===== src/rtl/wb_uart_tx_pkg.sv =====
// Register map, STATUS layout and transmitter state encoding shared by the
// Wishbone UART transmitter and its testbench.
package wb_uart_tx_pkg;

  typedef enum logic [1:0] {
    ST_IDLE,
    ST_START,
    ST_DATA,
    ST_STOP
  } tx_state_e;

  localparam logic [7:0] OFF_DATA   = 8'h00;
  localparam logic [7:0] OFF_DIV    = 8'h04;
  localparam logic [7:0] OFF_STATUS = 8'h08;

  localparam int STAT_LVL_W = 5;
  localparam int STAT_EMPTY = 5;
  localparam int STAT_FULL  = 6;
  localparam int STAT_BUSY  = 7;
  localparam int STAT_OVF   = 8;

  typedef struct packed {
    logic       rd;
    logic       wr;
    logic [7:0] off;
  } wb_req_t;

  function automatic logic [31:0] status_word(
    input logic [STAT_LVL_W-1:0] lvl,
    input logic                  empty,
    input logic                  full,
    input logic                  busy,
    input logic                  ovf
  );
    logic [31:0] w;
    w                   = '0;
    w[STAT_LVL_W-1:0]   = lvl;
    w[STAT_EMPTY]       = empty;
    w[STAT_FULL]        = full;
    w[STAT_BUSY]        = busy;
    w[STAT_OVF]         = ovf;
    return w;
  endfunction

endpackage


===== src/rtl/wb_uart_tx_fifo.sv =====
// Synchronous first-word-fall-through FIFO; a pop frees a slot for a push on
// the same edge, so a full FIFO still accepts a byte while being drained.
module sync_fifo #(
  parameter  int WIDTH = 8,
  parameter  int DEPTH = 8,
  localparam int AW    = $clog2(DEPTH),
  localparam int LW    = $clog2(DEPTH) + 1
) (
  input  logic             clk,
  input  logic             reset_n,
  input  logic             push,
  input  logic [WIDTH-1:0] din,
  input  logic             pop,
  output logic [WIDTH-1:0] dout,
  output logic             full,
  output logic             empty,
  output logic [LW-1:0]    level
);

  logic [WIDTH-1:0] mem_q [DEPTH];
  logic [AW-1:0]    wr_ptr_q, wr_ptr_d;
  logic [AW-1:0]    rd_ptr_q, rd_ptr_d;
  logic [LW-1:0]    level_q, level_d;
  logic             do_push, do_pop;

  always_comb begin
    do_pop   = pop & (level_q != '0);
    do_push  = push & ((level_q != LW'(DEPTH)) | do_pop);
    wr_ptr_d = wr_ptr_q + AW'(do_push);
    rd_ptr_d = rd_ptr_q + AW'(do_pop);
    level_d  = level_q + LW'(do_push) - LW'(do_pop);
  end

  always_ff @(posedge clk or negedge reset_n) begin
    if (!reset_n) begin
      wr_ptr_q <= '0;
      rd_ptr_q <= '0;
      level_q  <= '0;
    end else begin
      wr_ptr_q <= wr_ptr_d;
      rd_ptr_q <= rd_ptr_d;
      level_q  <= level_d;
    end
  end

  // Storage needs no reset: the pointers alone define what is valid.
  always_ff @(posedge clk) begin
    if (do_push) mem_q[wr_ptr_q] <= din;
  end

  assign dout  = mem_q[rd_ptr_q];
  assign full  = (level_q == LW'(DEPTH));
  assign empty = (level_q == '0);
  assign level = level_q;

endmodule


===== src/rtl/wb_uart_tx.sv =====
// Wishbone-mapped 8N1 UART transmitter: DATA/DIV/STATUS registers, a byte
// FIFO and a baud-timed shift FSM driving the tx pin.
module wb_uart_tx
  import wb_uart_tx_pkg::*;
#(
  parameter logic [31:0] BASE_ADDR   = 32'h3000_0500,
  parameter int          FIFO_DEPTH  = 8,
  parameter logic [15:0] DEFAULT_DIV = 16'd434
) (
  input  logic        clk,
  input  logic        reset_n,
  input  logic        wbs_cyc_i,
  input  logic        wbs_stb_i,
  input  logic        wbs_we_i,
  input  logic [3:0]  wbs_sel_i,
  input  logic [31:0] wbs_adr_i,
  input  logic [31:0] wbs_dat_i,
  output logic        wbs_ack_o,
  output logic [31:0] wbs_dat_o,
  output logic        tx,
  output logic        busy
);

  localparam int LW = $clog2(FIFO_DEPTH) + 1;

  wb_req_t       req;
  logic          mapped, take;
  logic          push, pop, fifo_full, fifo_empty;
  logic [7:0]    fifo_dout;
  logic [LW-1:0] fifo_level;

  logic          ack_q, ack_d;
  logic [31:0]   dat_q, dat_d;
  logic [15:0]   div_q, div_d;
  logic          ovf_q, ovf_d;

  tx_state_e     state_q, state_d;
  logic [15:0]   cnt_q, cnt_d;
  logic [15:0]   lat_q, lat_d;
  logic [2:0]    bit_q, bit_d;
  logic [7:0]    shift_q, shift_d;
  logic          tx_q, tx_d;
  logic          busy_q, busy_d;
  logic          bit_end;

  logic          unused_dat;
  assign unused_dat = ^wbs_dat_i[31:16];

  // Decode; an access is taken only while ack is low, giving one-cycle acks.
  always_comb begin
    req.rd  = wbs_cyc_i & wbs_stb_i & ~wbs_we_i;
    req.wr  = wbs_cyc_i & wbs_stb_i & wbs_we_i & (wbs_sel_i != 4'h0);
    req.off = wbs_adr_i[7:0];
    mapped  = (wbs_adr_i[31:8] == BASE_ADDR[31:8]) &
              ((req.off == OFF_DATA) | (req.off == OFF_DIV) | (req.off == OFF_STATUS));
    take    = wbs_cyc_i & wbs_stb_i & mapped & ~ack_q;
    push    = take & req.wr & (req.off == OFF_DATA) & wbs_sel_i[0];
  end

  always_comb begin
    ack_d = take;
    dat_d = '0;
    div_d = div_q;
    ovf_d = ovf_q;
    if (take && req.rd) begin
      case (req.off)
        OFF_DIV:    dat_d = {16'h0, div_q};
        OFF_STATUS: begin
          dat_d = status_word(STAT_LVL_W'(fifo_level), fifo_empty, fifo_full, busy_q, ovf_q);
          ovf_d = 1'b0;
        end
        default:    dat_d = '0;
      endcase
    end
    if (take && req.wr && (req.off == OFF_DIV) && (wbs_sel_i == 4'hF) &&
        (wbs_dat_i[15:0] > 16'd1))
      div_d = wbs_dat_i[15:0];
    if (push && fifo_full && !pop) ovf_d = 1'b1;
  end

  always_ff @(posedge clk or negedge reset_n) begin
    if (!reset_n) begin
      ack_q <= 1'b0;
      dat_q <= '0;
      div_q <= DEFAULT_DIV;
      ovf_q <= 1'b0;
    end else begin
      ack_q <= ack_d;
      dat_q <= dat_d;
      div_q <= div_d;
      ovf_q <= ovf_d;
    end
  end

  sync_fifo #(
    .WIDTH (8),
    .DEPTH (FIFO_DEPTH)
  ) u_fifo (
    .clk     (clk),
    .reset_n (reset_n),
    .push    (push),
    .din     (wbs_dat_i[7:0]),
    .pop     (pop),
    .dout    (fifo_dout),
    .full    (fifo_full),
    .empty   (fifo_empty),
    .level   (fifo_level)
  );

  // The divider is latched per frame so DIV writes never stretch a live frame.
  always_comb begin
    state_d = state_q;
    cnt_d   = cnt_q;
    lat_d   = lat_q;
    bit_d   = bit_q;
    shift_d = shift_q;
    pop     = 1'b0;
    bit_end = (cnt_q == lat_q - 16'd1);
    case (state_q)
      ST_IDLE: begin
        if (!fifo_empty) begin
          pop     = 1'b1;
          shift_d = fifo_dout;
          lat_d   = div_q;
          cnt_d   = '0;
          state_d = ST_START;
        end
      end
      ST_START: begin
        if (bit_end) begin
          cnt_d   = '0;
          bit_d   = '0;
          state_d = ST_DATA;
        end else begin
          cnt_d = cnt_q + 16'd1;
        end
      end
      ST_DATA: begin
        if (bit_end) begin
          cnt_d = '0;
          if (bit_q == 3'd7) begin
            state_d = ST_STOP;
          end else begin
            bit_d   = bit_q + 3'd1;
            shift_d = shift_q >> 1;
          end
        end else begin
          cnt_d = cnt_q + 16'd1;
        end
      end
      ST_STOP: begin
        if (bit_end) begin
          cnt_d = '0;
          if (!fifo_empty) begin
            pop     = 1'b1;
            shift_d = fifo_dout;
            lat_d   = div_q;
            state_d = ST_START;
          end else begin
            state_d = ST_IDLE;
          end
        end else begin
          cnt_d = cnt_q + 16'd1;
        end
      end
      default: state_d = ST_IDLE;
    endcase
    case (state_d)
      ST_START: tx_d = 1'b0;
      ST_DATA:  tx_d = shift_d[0];
      default:  tx_d = 1'b1;
    endcase
    busy_d = (state_d != ST_IDLE);
  end

  always_ff @(posedge clk or negedge reset_n) begin
    if (!reset_n) begin
      state_q <= ST_IDLE;
      cnt_q   <= '0;
      lat_q   <= DEFAULT_DIV;
      bit_q   <= '0;
      shift_q <= '0;
      tx_q    <= 1'b1;
      busy_q  <= 1'b0;
    end else begin
      state_q <= state_d;
      cnt_q   <= cnt_d;
      lat_q   <= lat_d;
      bit_q   <= bit_d;
      shift_q <= shift_d;
      tx_q    <= tx_d;
      busy_q  <= busy_d;
    end
  end

  assign wbs_ack_o = ack_q;
  assign wbs_dat_o = dat_q;
  assign tx        = tx_q;
  assign busy      = busy_q;

endmodule

===== config.mk =====
export PLATFORM = sky130hd
export DESIGN_NAME = wb_uart_tx
export DESIGN_NICKNAME = d
export VERILOG_FILES = /design/src/rtl/wb_uart_tx_pkg.sv /design/src/rtl/wb_uart_tx_fifo.sv /design/src/rtl/wb_uart_tx.sv
export SDC_FILE = /design/constraint.sdc
export NUM_CORES = 1
export LEC_CHECK = 0
export ABC_AREA = 1
export CORE_MARGIN = 2
export CORE_UTILIZATION = 40
export DETAILED_ROUTE_END_ITERATION = 6
export DONT_BUFFER_PORTS = 1
export PLACE_DENSITY = 0.58
export SYNTH_ARGS = -nofsm -noshare
export SYNTH_HDL_FRONTEND = slang
export SYNTH_SLANG_ARGS = --single-unit

===== constraint.sdc =====
create_clock -name clk -period 3.4 [get_ports clk]
set_input_delay 0.34 -clock clk [delete_from_list [all_inputs] [get_ports clk]]
set_output_delay 0.34 -clock clk [all_outputs]
set_load 0.1 [all_outputs]

# Word level (Yosys, flattened, before mapping)
# Memories as Yosys holds them, arrays and structs flattened.
# Cells that the tools add are included.
# W data, S select, Z words.
[totals]
regBits = 107
mem_bits_rw = 64
in_bits = 73
output_inout_bits = 35
wordCells = 116
mem_count = 1
[op_classes]
n_addsub = 7
order_cmp = 1
n_eq_ne = 18
muxes = 33
bitwise = 17
n_reduce_logical = 24
[mem_list]
columns = ["memory", "depth", "width", "read_ports", "rd_ports_with_merged_regs", "wr", "line_no", "rtl"]
rows = [
  ["u_fifo.mem_q", 8, 8, 1, 0, 1, "wb_uart_tx_fifo.sv:20", "logic [WIDTH-1:0] mem_q [DEPTH];"],
]
[ops]
columns = ["op", "count"]
rows = [
  ["$pmux W16 S2", 3],
  ["$mux W16", 5],
  ["$mux W8", 4],
  ["$eq A24 B22 Y1 const B", 1],
  ["$pmux W8 S3", 1],
  ["$add A16 B1 Y16 const B", 1],
  ["$eq A16 B16 Y1", 1],
  ["$gt A16 B1 Y1 const B", 1],
  ["$sub A16 B1 Y16 const B", 1],
  ["$and A1 B1 Y1", 12],
  ["$mux W2", 5],
  ["$ne A2 B2 Y1 const B", 5],
  ["$reduce_bool A2 Y1", 5],
  ["$mux W3", 3],
  ["$eq A4 B4 Y1 const B", 2],
  ["$eq A8 B3 Y1 const B", 1],
  ["$eq A8 B4 Y1 const B", 1],
  ["$logic_not A8 Y1", 1],
  ["$mux W1", 8],
  ["$pmux W2 S4", 1],
  ["$reduce_and A4 Y1", 2],
  ["$reduce_bool A4 Y1", 2],
  ["$logic_and A1 B1 Y1", 7],
  ["$add A3 B1 Y3", 2],
  ["other kinds (17)", 25],
]

# Depth between registers and ports, before layout
[depth]
word_depth = 13
ltp_mapped = 22
depth_no_buf = 22

# Cells and area by module
# A second synthesis with hierarchy kept.
[hier_totals]
cells_unflattened = 1000
area_unflattened_um2 = 8403.1
[modules_own_cells]
columns = ["mod", "instances", "cells_per_inst", "area_per_inst_um2", "seq_area_each_um2"]
rows = [
  ["wb_uart_tx", 1, 658, 4947.2, 2040.7],
  ["sync_fifo", 1, 342, 3455.8, 2172.1],
]

# Worst setup path before layout
# OpenSTA, ideal clock, no wires.
[synth_path]
kind = "reg-to-reg"
from = "register lat_q[1]"
to = "register u_fifo.level_q[2], in the netlist u_fifo.level[2]"
setup_ps = 123
arrival_ps = 2758
required_time_ps = 3277
path_slack_ps = 519
stages_incl_launch_ff = 20
synth_period_minus_slack_ps = 2881
cell_sequence = "dfstp_2 inv_1 ha_1 xor2_1 nand2_1 nor2_1 nand2_1 nor2_1 nand2_1 nor2_1 nand3_2 nand2_4 nand2_4 nor2_1 inv_1 nand2_1 ha_1 inv_1 fa_1 xnor2_1"
[synth_via]
elab_chain_cells = 9
[synth_rtl]
columns = ["element", "line_no", "rtl"]
rows = [
  ["from (decl)", "wb_uart_tx.sv:39", "logic [15:0] lat_q, lat_d;"],
  ["from (signal assigned)", "wb_uart_tx.sv:188", "lat_q <= lat_d;"],
  ["$sub A16 B1 Y16 (*)", "wb_uart_tx.sv:118", "bit_end = (cnt_q == lat_q - 16'd1);"],
  ["$eq A16 B16 Y1 (*)", "wb_uart_tx.sv:118", ""],
  ["$mux W1 (*)", "wb_uart_tx.sv:152", "if (bit_end) begin"],
  ["$pmux W1 S2 (*)", "wb_uart_tx.sv:119", "case (state_q)"],
  ["$and A1 B1 Y1 (*)", "wb_uart_tx_fifo.sv:27", "do_pop = pop & (level_q != '0);"],
  ["$or A1 B1 Y1", "wb_uart_tx_fifo.sv:28", "do_push = push & ((level_q != LW'(DEPTH)) | do_pop);"],
  ["$and A1 B1 Y1", "wb_uart_tx_fifo.sv:28", ""],
  ["$add A4 B1 Y4", "wb_uart_tx_fifo.sv:31", "level_d = level_q + LW'(do_push) - LW'(do_pop);"],
  ["$sub A4 B1 Y4 (*)", "wb_uart_tx_fifo.sv:31", ""],
  ["net u_fifo.level_d[2]", "wb_uart_tx_fifo.sv:23", "logic [LW-1:0] level_q, level_d;"],
  ["to (signal assigned)", "wb_uart_tx_fifo.sv:42", "level_q <= level_d;"],
  ["to (decl)", "wb_uart_tx_fifo.sv:23", ""],
]
# The timed path passes the listed nets; every way through them passes the cells marked *.
# A chain may end at the register's enable or synchronous reset.

# Worst setup path after layout
[layout_path]
from = "register lat_q[1]"
to = "register u_fifo.level_q[1], in the netlist u_fifo.level[1]"
# The elaborated chain is that of the path after synthesis.

==> impl_metrics.ini <==
[sta]
finalCriticalPeriod_ns = 3.19
finalSetupTns_ns = 0
setup_viol = 0
fin_crit_sh = 0.938
fin_skew_ns = 0.0113
maxSlewHeadroom = 0.306
hold_violations = 0
rsz0062_at_grt = false
slew_violations = 0
tightest_slew_ns = 1.04
fmax_ghz = 0.314

[critical_path]
path_cells = inv_1 -> ha_1 -> xor2_1 -> nand2_1 -> nor2_1 -> nand2_1 -> nor2_1 -> nand2_1 -> nor2_1 -> nand3_2 -> nand2_4 -> nand2_4 -> clkinv_2 -> nor2_2 -> nor2_8 -> ha_1 -> inv_1 -> fa_1 -> inv_1
crit_buf_inv = 4
slowest_stage = dfstp_2
cp_max_fo = 8
critical-path-top-delay-family = simple AND/OR/NAND/NOR gates
worstSetupPathType = reg -> reg
worstPathArrival_ns = 3.50
cp.required_ns = 3.72
cp-start-kind = flop
endpoint_kind = flop
slowest_delay_ns = 0.57

[routing]
vias = 5923
drc = 0
firstDrtPassIters = 5
via_per_inst = 4.94
antenna_left = 0
wl_per_cell_um = 15.7
wl_mm = 18.8
initialDrtViolationCount = 443

[synthesis]
syn_avg_cell_area_um2 = 8.87
synth_edf_count = 64
yosys_warnings = 0
async_reset_ff_frac = 0.587
synth_xor_area_frac = 0.0243
yosysMostFrequentCell = nand2_1
synth_area_um2 = 7940
synth_seq_cells = 155
ys_seq_area_frac = 0.530
synth_mux_area_frac = 0
synthAdderAreaFrac = 0.0309
yosys-top-cells-area = dfrtp_1 (25%), edfxtp_1 (24%), nand2_1 (8.2%)
synth_top_cell_area_share = 0.252
synthCells = 895
synth_flop_cell = dfrtp_1
synthSimpleGateAreaFrac = 0.225
synth_top_family_by_area = simple AND/OR/NAND/NOR gates
synth_common_cells = nand2_1 (173), inv_1 (113), nor2_1 (110), dfrtp_1 (80), o21ai_0 (76)
ys_types = 44
synth_area_leader_cell = dfrtp_1
synth-compound-area-share = 0.106

[die]
start_util = 0.408
die-area_um2 = 21000
rows = 51
fp.dieW_um = 145
ioPinCount = 108
fp.coreArea_um2 = 19500
die_height_um = 145

[grt]
grt_max_degree = 92
antenna_found_initial = 0
grt_pass1_vias = 5549
overflow = 0
gr-usage-all-layers = 0.180
grt_pass1_wl_mm = 29.5

[placement]
dp_cells = 1151
port_buffers = 0
gp_congestion = 0.928
placed_cell_area_um2 = 8230
hpwl_mm = 13.2

[clock_tree]
cts_buffers = 17
ctsLongestPathBuffers = 2
cts_num_sinks = 155
clock_latency_ns = 0.43
cts_htree_levels = 4
clkTransAtPathRegs_ns = 0.07
cts_root_buf = clkbuf_16
cts_tree = yes
post_cts_buffers = 0

[layout]
fin_area_um2 = 8980
fillers = 1920
area_growth_pct = 13.1
layout.nets = 1012
drive_gt1_frac = 0.103
antenna_cells = 0
final_cells = 1198

[power]
p_per_area_nw_per_um2 = 442
leakage_nw = 3.85
ir_drop_uv = 324

[hold_path]
hold_path.class = in -> reg

[run_status]
status = finished clean

[flow_run]
drv_cap = 0
-- power by group --
part / switching (mW) / internal (mW) / total [mW] / leakage [nW]
Sequential: 0.0000000000601 / 1.95 / 1.95 / 1.75
Combinational: 0.119 / 0.0195 / 0.138 / 1.82
Clock: 0.846 / 1.04 / 1.88 / 0.283
Total: 0.965 / 3.01 / 3.97 / 3.85
-- final timing paths --
path,from,to,slack (ns),cells past startpoint
max,lat_q[1],u_fifo.level[1],0.21,19
min,wbs_dat_i[1],div_q[1],0.05,2
max reg2reg,lat_q[1],u_fifo.level[1],0.21,19
min reg2reg,div_q[9],div_q[9],0.49,2
max in group asynchronous,reset_n,lat_q[4],2.51,2
min in group asynchronous,reset_n,state_q[0],0.49,2
-- what timing repair did --
item,CTS,global route
resized for setup,0,1
hold buffers,11,4
setup endpoints to repair,0,2
endpoints found under the hold margin,143,11
-- layout make-up --
class	instances	area [µm²]	share of cell area
Timing Repair Buffer	32	295	0.0329
Clock buffer	17	425	0.0474
Multi-Input combinational cell	600	3130	0.349
Tap cell	265	332	0.0369
Inverter	114	429	0.0478
Clock inverter	15	151	0.0169
Sequential cell	155	4210	0.469
-- per-layer routing --
layer	track usage	part of all wire	routed length [µm]	vias to the layer above
li1	-	-	-	2990
met3	0.0368	0.044	831	18
met2	0.289	0.47	8880	148
met5	0	0	0	-
met1	0.251	0.47	8890	2767
met4	0.0450	0.011	204	0
-- stage by stage --
| stage | hold WS (ns) | util | setup slack [ns] | power, mW |
|---|---|---|---|---|
| global route | 0.0615 | 0.461 | 0.00913 | 4.09 |
| global placement | 0.0515 | 0.423 | 0.248 | 2.08 |
| detailed placement | 0.0521 | 0.423 | 0.176 | 2.08 |
| CTS | 0.000161 | 0.459 | 0.142 | 3.99 |
| finish | 0.0527 | 0.461 | 0.211 | 3.97 |
| floorplan | 0.0444 | - | 0.519 | 2.09 |
-- cells in the final DEF (no fill, tap or decap), types with 3 or more instances in the layout --
master,netlist,routed
a21oi_1,14,14
a31oi_1,3,3
buf_4,16,17
clkbuf_16,0,17
conb_1,1,16
dfrtp_1,80,80
dfstp_2,11,11
dlygate4sd3_1,0,14
edfxtp_1,64,64
ha_1,18,18
inv_1,113,113
inv_6,0,6
inv_8,0,4
nand2_1,173,173
nand2_2,5,5
nand2_4,5,5
nand3_1,40,40
nand3_2,5,5
nand3b_1,4,4
nand4_1,17,17
nor2_1,110,109
nor2_2,8,9
nor2_4,3,3
nor3_1,12,12
nor4_1,6,6
o21ai_0,76,76
o21ai_1,20,19
o221ai_1,15,15
o22ai_1,13,13
or2_2,3,3
xnor2_1,9,9
xor2_1,13,13
-- registers in the layout (all words and copies together) (netlist names), 3 cells and up --
signal           flops
u_fifo.level         4
wbs_dat_o           16
bit_q                3
lat_q               16
u_fifo.rd_ptr_q      3
div_q               16
u_fifo.wr_ptr_q      3
u_fifo.mem_q        64
shift_q              8
cnt_q               16
-- kinds of logic (layout without fill, tap and decap cells) --
logic type	Yosys count	count (layout)
AOI/OAI and AO/OA	147	147
xor gates and xnor gates	22	22
adders and majority gates	19	19
buffers and inverters	155	178
DFF	155	155
other	1	16
and+or+nand+nor	396	396
(Power assumes the default switching activity.)
